--- src/rtl/fetch_pkg.sv ---
// Shared types and defaults for the instruction fetch buffer: entry layout,
// default widths/depth and the value driven on an empty or reset output.
package fetch_pkg;

  localparam int ADDR_W_DEF = 10;
  localparam int DATA_W_DEF = 16;
  localparam int DEPTH_DEF  = 4;

  typedef struct packed {
    logic [ADDR_W_DEF-1:0] pc;
    logic [DATA_W_DEF-1:0] instr;
  } fetch_entry_t;

  localparam logic [DATA_W_DEF-1:0] NOP_INSTR = '0;

endpackage

--- src/rtl/instr_fetch_buffer_if.sv ---
// Fetch buffer bus bundle: instruction-memory read port plus the
// valid/ready decode handshake. master = fetch buffer, slave = its environment.
interface instr_fetch_buffer_if
  import fetch_pkg::*;
#(
  parameter int ADDR_W = ADDR_W_DEF,
  parameter int DATA_W = DATA_W_DEF
);

  logic              imem_req;
  logic [ADDR_W-1:0] imem_addr;
  logic [DATA_W-1:0] imem_rdata;
  logic              out_valid;
  logic              out_ready;
  logic [ADDR_W-1:0] out_pc;
  logic [DATA_W-1:0] out_instr;

  modport master (
    output imem_req, imem_addr, out_valid, out_pc, out_instr,
    input  imem_rdata, out_ready
  );

  modport slave (
    input  imem_req, imem_addr, out_valid, out_pc, out_instr,
    output imem_rdata, out_ready
  );

endinterface

--- src/rtl/fetch_fifo.sv ---
// Small synchronous FIFO of fetch entries with a flush that empties it in one
// edge. The head entry is presented combinationally from storage.
module fetch_fifo
  import fetch_pkg::*;
#(
  parameter int  DEPTH   = DEPTH_DEF,
  parameter type entry_t = fetch_entry_t,
  localparam int PTR_W   = $clog2(DEPTH),
  localparam int CNT_W   = PTR_W + 1
) (
  input  logic             clk,
  input  logic             reset,
  input  logic             flush,
  input  logic             push,
  input  entry_t           din,
  input  logic             pop,
  output entry_t           dout,
  output logic [CNT_W-1:0] count,
  output logic             full,
  output logic             empty
);

  logic [PTR_W-1:0] wr_ptr_q, wr_ptr_d;
  logic [PTR_W-1:0] rd_ptr_q, rd_ptr_d;
  logic [CNT_W-1:0] count_q, count_d;
  entry_t           mem_q [DEPTH];

  always_comb begin
    wr_ptr_d = wr_ptr_q;
    rd_ptr_d = rd_ptr_q;
    count_d  = count_q;
    if (flush) begin
      wr_ptr_d = '0;
      rd_ptr_d = '0;
      count_d  = '0;
    end else begin
      // DEPTH is a power of two, so pointer overflow is the modulo wrap
      if (push) wr_ptr_d = wr_ptr_q + PTR_W'(1);
      if (pop)  rd_ptr_d = rd_ptr_q + PTR_W'(1);
      case ({push, pop})
        2'b10:   count_d = count_q + CNT_W'(1);
        2'b01:   count_d = count_q - CNT_W'(1);
        default: count_d = count_q;
      endcase
    end
  end

  always_ff @(posedge clk or negedge reset) begin
    if (!reset) begin
      wr_ptr_q <= '0;
      rd_ptr_q <= '0;
      count_q  <= '0;
    end else begin
      wr_ptr_q <= wr_ptr_d;
      rd_ptr_q <= rd_ptr_d;
      count_q  <= count_d;
    end
  end

  always_ff @(posedge clk) begin
    if (push && !flush) mem_q[wr_ptr_q] <= din;
  end

  assign dout  = mem_q[rd_ptr_q];
  assign count = count_q;
  assign full  = (count_q == CNT_W'(DEPTH));
  assign empty = (count_q == '0);

endmodule

--- src/rtl/instr_fetch_buffer.sv ---
// Fetch stage: issues one imem read per cycle while FIFO credit allows, pairs
// the returning word with its PC and queues it for decode. Define
// FETCH_BYPASS_EN to forward a returning pair straight to decode when empty.
module instr_fetch_buffer
  import fetch_pkg::*;
#(
  parameter int  ADDR_W = ADDR_W_DEF,
  parameter int  DATA_W = DATA_W_DEF,
  parameter int  DEPTH  = DEPTH_DEF,
  localparam int CNT_W  = $clog2(DEPTH) + 1
) (
  input  logic                    clk,
  input  logic                    reset,
  input  logic [ADDR_W-1:0]       pc_in,
  input  logic                    flush,
  output logic                    pc_stall,
  instr_fetch_buffer_if.master    bus,
  output logic [CNT_W-1:0]        count
);

  typedef struct packed {
    logic [ADDR_W-1:0] pc;
    logic [DATA_W-1:0] instr;
  } entry_t;

  logic              inflight_v_q, inflight_v_d;
  logic [ADDR_W-1:0] inflight_pc_q, inflight_pc_d;

  logic              issue, ret_v, push, pop, head_v;
  logic [CNT_W:0]    occupancy;
  entry_t            ret_entry, fifo_dout, head;
  logic [CNT_W-1:0]  fifo_count;
  logic              fifo_full, fifo_empty;

  // Credit counts the in-flight read but never a same-cycle pop
  assign occupancy = {1'b0, fifo_count} + {{CNT_W{1'b0}}, inflight_v_q};
  assign issue     = reset & ~flush & (occupancy < (CNT_W+1)'(DEPTH));
  assign pc_stall  = reset & ~issue & ~flush;
  assign ret_v     = inflight_v_q & ~flush;
  assign ret_entry = '{pc: inflight_pc_q, instr: bus.imem_rdata};

  assign bus.imem_req  = issue;
  assign bus.imem_addr = pc_in;

  always_comb begin
    inflight_v_d  = issue;
    inflight_pc_d = inflight_pc_q;
    if (issue) inflight_pc_d = pc_in;
  end

  always_ff @(posedge clk or negedge reset) begin
    if (!reset) begin
      inflight_v_q  <= 1'b0;
      inflight_pc_q <= '0;
    end else begin
      inflight_v_q  <= inflight_v_d;
      inflight_pc_q <= inflight_pc_d;
    end
  end

  always_comb begin
    push   = ret_v;
    head   = fifo_dout;
    head_v = ~fifo_empty;
    pop    = ~fifo_empty & bus.out_ready & ~flush;
`ifdef FETCH_BYPASS_EN
    if (fifo_empty && ret_v) begin
      head   = ret_entry;
      head_v = 1'b1;
      push   = ~bus.out_ready;
    end
`endif
  end

  assign bus.out_valid = head_v;
  assign bus.out_pc    = head_v ? head.pc : '0;
  assign bus.out_instr = head_v ? head.instr : DATA_W'(NOP_INSTR);
  assign count         = fifo_count;

  fetch_fifo #(
    .DEPTH   (DEPTH),
    .entry_t (entry_t)
  ) u_fifo (
    .clk   (clk),
    .reset (reset),
    .flush (flush),
    .push  (push),
    .din   (ret_entry),
    .pop   (pop),
    .dout  (fifo_dout),
    .count (fifo_count),
    .full  (fifo_full),
    .empty (fifo_empty)
  );

  a_no_push_full: assert property (@(posedge clk) disable iff (!reset) !(push && fifo_full));

endmodule
--- src/flat_wrapper.sv ---
// flat-port wrapper written by rule: the top's interface ports become plain ports
module instr_fetch_buffer_flat import fetch_pkg::*;
#(
  parameter int  ADDR_W = ADDR_W_DEF,
  parameter int  DATA_W = DATA_W_DEF,
  parameter int  DEPTH  = DEPTH_DEF,
  localparam int CNT_W  = $clog2(DEPTH) + 1
)
  (clk, reset, pc_in, flush, pc_stall, count, bus_imem_req, bus_imem_addr, bus_out_valid, bus_out_pc, bus_out_instr, bus_imem_rdata, bus_out_ready);
  instr_fetch_buffer_if #(.ADDR_W(ADDR_W), .DATA_W(DATA_W)) bus_i ();
  input  logic clk;
  input  logic reset;
  input  logic [ADDR_W-1:0] pc_in;
  input  logic flush;
  output logic pc_stall;
  output logic [CNT_W-1:0] count;
  output wire logic [$bits(bus_i.imem_req)-1:0] bus_imem_req;
  output wire logic [$bits(bus_i.imem_addr)-1:0] bus_imem_addr;
  output wire logic [$bits(bus_i.out_valid)-1:0] bus_out_valid;
  output wire logic [$bits(bus_i.out_pc)-1:0] bus_out_pc;
  output wire logic [$bits(bus_i.out_instr)-1:0] bus_out_instr;
  input wire logic [$bits(bus_i.imem_rdata)-1:0] bus_imem_rdata;
  input wire logic [$bits(bus_i.out_ready)-1:0] bus_out_ready;
  assign bus_imem_req = bus_i.imem_req;
  assign bus_imem_addr = bus_i.imem_addr;
  assign bus_out_valid = bus_i.out_valid;
  assign bus_out_pc = bus_i.out_pc;
  assign bus_out_instr = bus_i.out_instr;
  assign bus_i.imem_rdata = bus_imem_rdata;
  assign bus_i.out_ready = bus_out_ready;
  instr_fetch_buffer #(.ADDR_W(ADDR_W), .DATA_W(DATA_W), .DEPTH(DEPTH)) u_core (.clk(clk), .reset(reset), .pc_in(pc_in), .flush(flush), .pc_stall(pc_stall), .bus(bus_i), .count(count));
endmodule
--- config.mk ---
export PLATFORM = sky130hd
export DESIGN_NAME = instr_fetch_buffer_flat
export DESIGN_NICKNAME = d
export VERILOG_FILES = /design/src/rtl/fetch_pkg.sv /design/src/rtl/instr_fetch_buffer_if.sv /design/src/rtl/fetch_fifo.sv /design/src/rtl/instr_fetch_buffer.sv /design/src/flat_wrapper.sv
export SDC_FILE = /design/constraint.sdc
export NUM_CORES = 1
export LEC_CHECK = 0
export CAP_MARGIN = 10
export CORE_MARGIN = 3
export CORE_UTILIZATION = 30
export CTS_BUF_LIST = sky130_fd_sc_hd__clkbuf_8
export DETAILED_ROUTE_END_ITERATION = 10
export PLACE_DENSITY = 0.48
export RECOVER_POWER = 25
export SLEW_MARGIN = 0
export SYNTH_ARGS = -nofsm -noshare
export SYNTH_HDL_FRONTEND = slang
export SYNTH_SLANG_ARGS = --single-unit
--- constraint.sdc ---
create_clock -name clk -period 5.12 [get_ports clk]
set_clock_uncertainty 0.1 [all_clocks]
set_input_delay 0.512 -clock clk [delete_from_list [all_inputs] [get_ports clk]]
set_output_delay 0.512 -clock clk [all_outputs]
set_load 0.05 [all_outputs]
---- Word level (Yosys, flattened, before mapping) ----
Memories as Yosys holds them, arrays and structs flattened.
Cells that the tools add are included.
word-level totals
  output and inout bits ................... 42
  bits in writable memories ............... 104
  logic and storage cells ................. 40
  input port bits ......................... 30
  memories ................................ 1
  register bits ........................... 18
memories
  memory               words  bits a word  rd ports  clocked after memory_dff  write ports  RTL line          RTL
  u_core.u_fifo.mem_q  4      26           1         0                         1            fetch_fifo.sv:26  entry_t mem_q [DEPTH];
cells by class
  muxes and demuxes ....................... 10
  add/sub/neg operators ................... 5
  bitwise gates (word level) .............. 10
  equal/unequal tests ..................... 2
  reductions and logical operators ........ 6
  magnitude comparators ................... 1
operators with widths
  kind                                                                    number
  16-bit two-way mux                                                      1
  10-bit two-way mux                                                      1
  2-bit two-way mux                                                       4
  1-bit bitwise AND                                                       7
  3-bit one-hot mux with 2 select lines                                   1
  2-bit by 1-bit adder with 2-bit output (second input constant)          2
  3-bit by 1-bit adder with 4-bit output                                  1
  4-bit by 3-bit < comparator with 1-bit output (second input constant)   1
  2-bit nonzero test                                                      2
  3-bit by 1-bit adder with 3-bit output (second input constant)          1
  3-bit zero test                                                         1
  3-bit two-way mux                                                       1
  1-bit NOT                                                               3
  3-bit nonzero test                                                      1
  3-bit by 1-bit subtractor with 3-bit output (second input constant)     1
  2-bit by 1-bit equality test with 1-bit output (second input constant)  1
  2-bit equality test (second input constant)                             1
  1-bit two-way mux                                                       2
  1-bit logical AND                                                       1
  1-bit zero test                                                         1

---- Depth between registers and ports, before layout ----
  depth after elaboration ................. 7
  gate-level depth with buffers ........... 8
  mapped depth without buffers ............ 8

---- Cells and area by module ----
Synthesis repeated with hierarchy kept, for this count alone.
unflattened totals
  cells, all modules ...................... 247
  area total of the unflattened synthesis .. 4,977.3 µm²
by module, submodules not included
  module              area each (µm²)  cells each  times used  seq. area each (µm²)
  fetch_fifo          4,240.3          179         1           3,298.2
  instr_fetch_buffer  737.0            68          1           275.3

---- Least setup slack after synthesis ----
Ideal clock, no wire load.
  path type ............................... reg2out
  from .................................... register u_core.u_fifo.count_q[0], in the netlist u_core.u_fifo.count[0]
  to ...................................... output pc_stall
  setup slack ............................. 2.430 ns
  buffers on the path ..................... 0
  arrival time ............................ 2.078 ns
  stages on the path, launching flop included .. 3
  data required time ...................... 4.508 ns
  path through ............................ dfrtp_1 -> a31oi_1 -> nor3b_1
on the way
  longest elaborated chain between the ends .. 6
ends and longest elaborated chain
  element                                        RTL line                  RTL
  start: declaration                             fetch_fifo.sv:25          logic [CNT_W-1:0] count_q, count_d;
  start signal: assignment                       fetch_fifo.sv:56          count_q <= count_d;
  3-bit by 1-bit adder with 4-bit output         instr_fetch_buffer.sv:36  assign occupancy = {1'b0, fifo_count} + {{CNT_W{1'b0}}, inflight_v_q};
  4-bit by 3-bit < comparator with 1-bit output  instr_fetch_buffer.sv:37  assign issue = reset & ~flush & (occupancy < (CNT_W+1)'(DEPTH));
  1-bit bitwise AND                              instr_fetch_buffer.sv:37
  1-bit NOT                                      instr_fetch_buffer.sv:38  assign pc_stall = reset & ~issue & ~flush;
  1-bit bitwise AND (2 in a row)                 instr_fetch_buffer.sv:38
  end: declaration                               flat_wrapper.sv:15        output logic pc_stall;
Every way passes these cells.

---- Final worst setup path ----
  from .................................... register u_core.u_fifo.rd_ptr_q[1]
  to ...................................... output bus_out_pc[1]
on the way
  longest elaborated chain between the ends .. 2
ends and longest elaborated chain
  element                   RTL line                  RTL
  start: declaration        fetch_fifo.sv:24          logic [PTR_W-1:0] rd_ptr_q, rd_ptr_d;
  start signal: assignment  fetch_fifo.sv:55          rd_ptr_q <= rd_ptr_d;
  memory 4 x 26 bit         -
  10-bit two-way mux        instr_fetch_buffer.sv:76  assign bus.out_pc = head_v ? head.pc : '0;
  end: declaration          flat_wrapper.sv:20        output wire logic [$bits(bus_i.out_pc)-1:0] bus_out_pc;
Every way passes these cells.

==> metrics <==
outcome=finished clean; met1 usage=14.3%; clk_lat worst skew=420 ps; DRT antenna net count=0; DIE HEIGHT=134 um; element type at the critical path end=primary output; fillers=1555; setup_tns=0 ps; area post-placement=5780 um2; max-slew violation count=0; Hold Vio Cnt, Final=0; Hold Slack=393 ps; critical path launch point type=flop; Seq/Total Area, Yosys=72.4%; first-pass GRT wire length=15.1 mm; Final Util=38.3%; CTS tree=done; power after layout=3.19 mW; number of port buffers=71; crit-path max FO=20; Post-DP HPWL=5.60 mm; largest net degree at the start of global routing=31; f_max=279 MHz; worst vdd ir=0.000252 V; largest cells by area after synthesis=edfxtp_1, mux4_2, dfrtp_1; Slew @ Worst Pin=1050 ps; Yosys top cell by area=edfxtp_1; share of the synthesized area in the top cell type=63.3%; deepest clock path buffer count=2; vias in the first global route=2642; post-layout instance area=6120 um2; gr ovfl total=0; Tcrit/Tclk final=70.1%; Die X-Extent=134 um; First DRT Iteration DRCs=184; flops & latches, synth=122; via count=2407; placer's final routability congestion estimate=0.671; Avg Cell Area, Syn=19.5 um2; GRT busiest layer=met2; DRT Pass-1 Iters=4; Synth cell types=33; Vias/cell=4.35; Root Buffer=clkbuf_8; Worst EP required=4510 ps; Worst Hold Class=in -> async; die area=18000 um2; DRC=0; H-tree depth=4; synthesized cell area=4940 um2; worst setup path class=reg -> out; Max-cap violations=0; met2 usage=18.3%; Boundary Pins=72; PwrDens=521 nW/um2; Yosys Warn Count=0; final setup violation count=0; CP Data Arrival Time=2980 ps; Initial Util=30.9%; unrepaired setup endpoints after global routing=no; # diodes=0; initial antenna violation count=0; CTS Sinks=122; Mapped Cells=253; global-route usage over all layers=11.4%; crit path time final=3590 ps; Rel. slew slack=30.2%; WL final=9.59 mm; Post CTS Setup Buffer Count=0; Area growth, synth to finish=24.0%; hold buffers post-CTS=0; share of cells above drive strength 1=19.0%; Rows=46; core area=16000 um2; Num CTS Buffers=17; final net count=359; WL/cell=17.3 um; Pleak=2.00 nW; syn nets=288; # resized after CTS=0; Clk pin slew, worst setup/hold paths=70 ps; GR Util met3=3.68%
-- layer usage --
| layer | wire [um] | vias to the layer above | part of all wire, % |
|---|---|---|---|
| li1 | - | 1113 | - |
| met1 | 4300 | 1223 | 45 |
| met2 | 4740 | 61 | 49 |
| met3 | 439 | 10 | 4.6 |
| met4 | 110 | 0 | 1.1 |
| met5 | 0 | - | 0 |
-- layout make-up --
type	count	area (um2)	share of cell area, %
multi-input cells	106	1190	19.4
flip-flops and latches	122	3570	58.4
repair buffers	74	733	12.0
clock buffers	17	234	3.82
well taps	216	270	4.41
clock inverters	15	111	1.82
inverters	3	11.3	0.184
-- cell families (layout without fill, tap and decap cells) --
logic type / after synthesis / count (layout) / synth area share, %
multiplexers: 39 / 39 / 14.8
AO/OA/AOI/OAI: 8 / 8 / 1.14
flip-flops: 122 / 122 / 72.4
AND/OR/NAND/NOR: 49 / 49 / 5.78
adder cells (fa/ha/maj): 5 / 5 / 1.42
XOR/XNOR: 5 / 5 / 0.887
buffers and inverters: 25 / 109 / 3.62
-- power breakdown --
part / switching (mW) / leakage [nW] / internal (mW)
Sequential: 0.123 / 1.16 / 1.17
Combinational: 0.697 / 0.671 / 0.460
Clock: 0.370 / 0.169 / 0.372
Total: 1.19 / 2.00 / 2.00
-- layout by cell type (no fill, tap or decap), types with 2 or more instances in the layout --
master,instances
mux2_1,9
mux2i_1,2
clkbuf_8,17
a21oi_1,2
nor2_1,7
dlygate4sd3_1,5
ha_1,4
clkdlybuf4s50_1,66
a22o_1,2
dfrtp_1,17
clkinv_4,2
nand2_1,3
inv_1,4
clkinvlp_4,4
and2_1,26
mux2_2,2
and2_2,4
nor2b_1,2
clkinv_1,4
xor2_1,2
clkinv_2,3
edfxtp_1,104
mux4_2,26
buf_4,3
xnor2_1,3
-- metrics by stage --
| step | setup slack, ps | std cells |
|---|---|---|
| finish | 1530 | 553 |
| global route | 1280 | 553 |
| CTS | 1390 | 553 |
| detailed placement | 1660 | 521 |
| global placement | 1670 | 521 |
| floorplan | 2430 | 253 |
-- synthesized netlist by cell type (all sizes together) --
master and number:
or3 1, fa 1, a32oi 1, a22o 2
or4b 1, nor2b 2, and2 30, nand2 3
nand3 1, clkbuf 3, mux2i 2, a21oi 3
inv 3, nor2 7, buf 19, nor3 1
a31oi 1, nand3b 1, xnor2 3, xor2 2
o21ai 1, dfrtp 18, nor3b 1, nand2b 1
mux2 11, edfxtp 104, ha 4, mux4 26
-- path summary, 6_finish.rpt --
check,startpoint,end,slack [ps],depth (start not counted)
max in group asynchronous,reset,u_core.u_fifo.rd_ptr_q[0]$_DFFE_PN0P_,4300,2
worst min-delay path,reset,u_core.inflight_pc_q[3]$_DFFE_PN0P_,390,2
min in group clk,u_core.inflight_pc_q[8]$_DFFE_PN0P_,u_core.u_fifo.mem_q[1][24]$_DFFE_PP_,420,0
worst max register to register,u_core.u_fifo.count[0]$_DFFE_PN0P_,u_core.u_fifo.count[1]$_DFFE_PN0P_,2560,9
worst min register to register,u_core.inflight_pc_q[8]$_DFFE_PN0P_,u_core.u_fifo.mem_q[1][24]$_DFFE_PP_,420,0
worst max-delay path,u_core.u_fifo.rd_ptr_q[1]$_DFFE_PN0P_,bus_out_pc[1],1530,4
-- flip-flops by register name, indices dropped and copies added (netlist names) --
| signal | count |
|---|---|
| u_core.inflight_pc_q | 10 |
| u_core.u_fifo.mem_q | 104 |
| u_core.u_fifo.rd_ptr_q | 2 |
| u_core.inflight_v_q | 1 |
| u_core.u_fifo.wr_ptr_q | 2 |
| u_core.u_fifo.count | 3 |
-- worst max-delay path: stages (launching register included) --
cell and delay [ps]:
dfrtp_1 1040, buf_4 340, mux4_2 300, and2_1 180, clkdlybuf4s50_1 700
(Power assumes the default switching activity.)
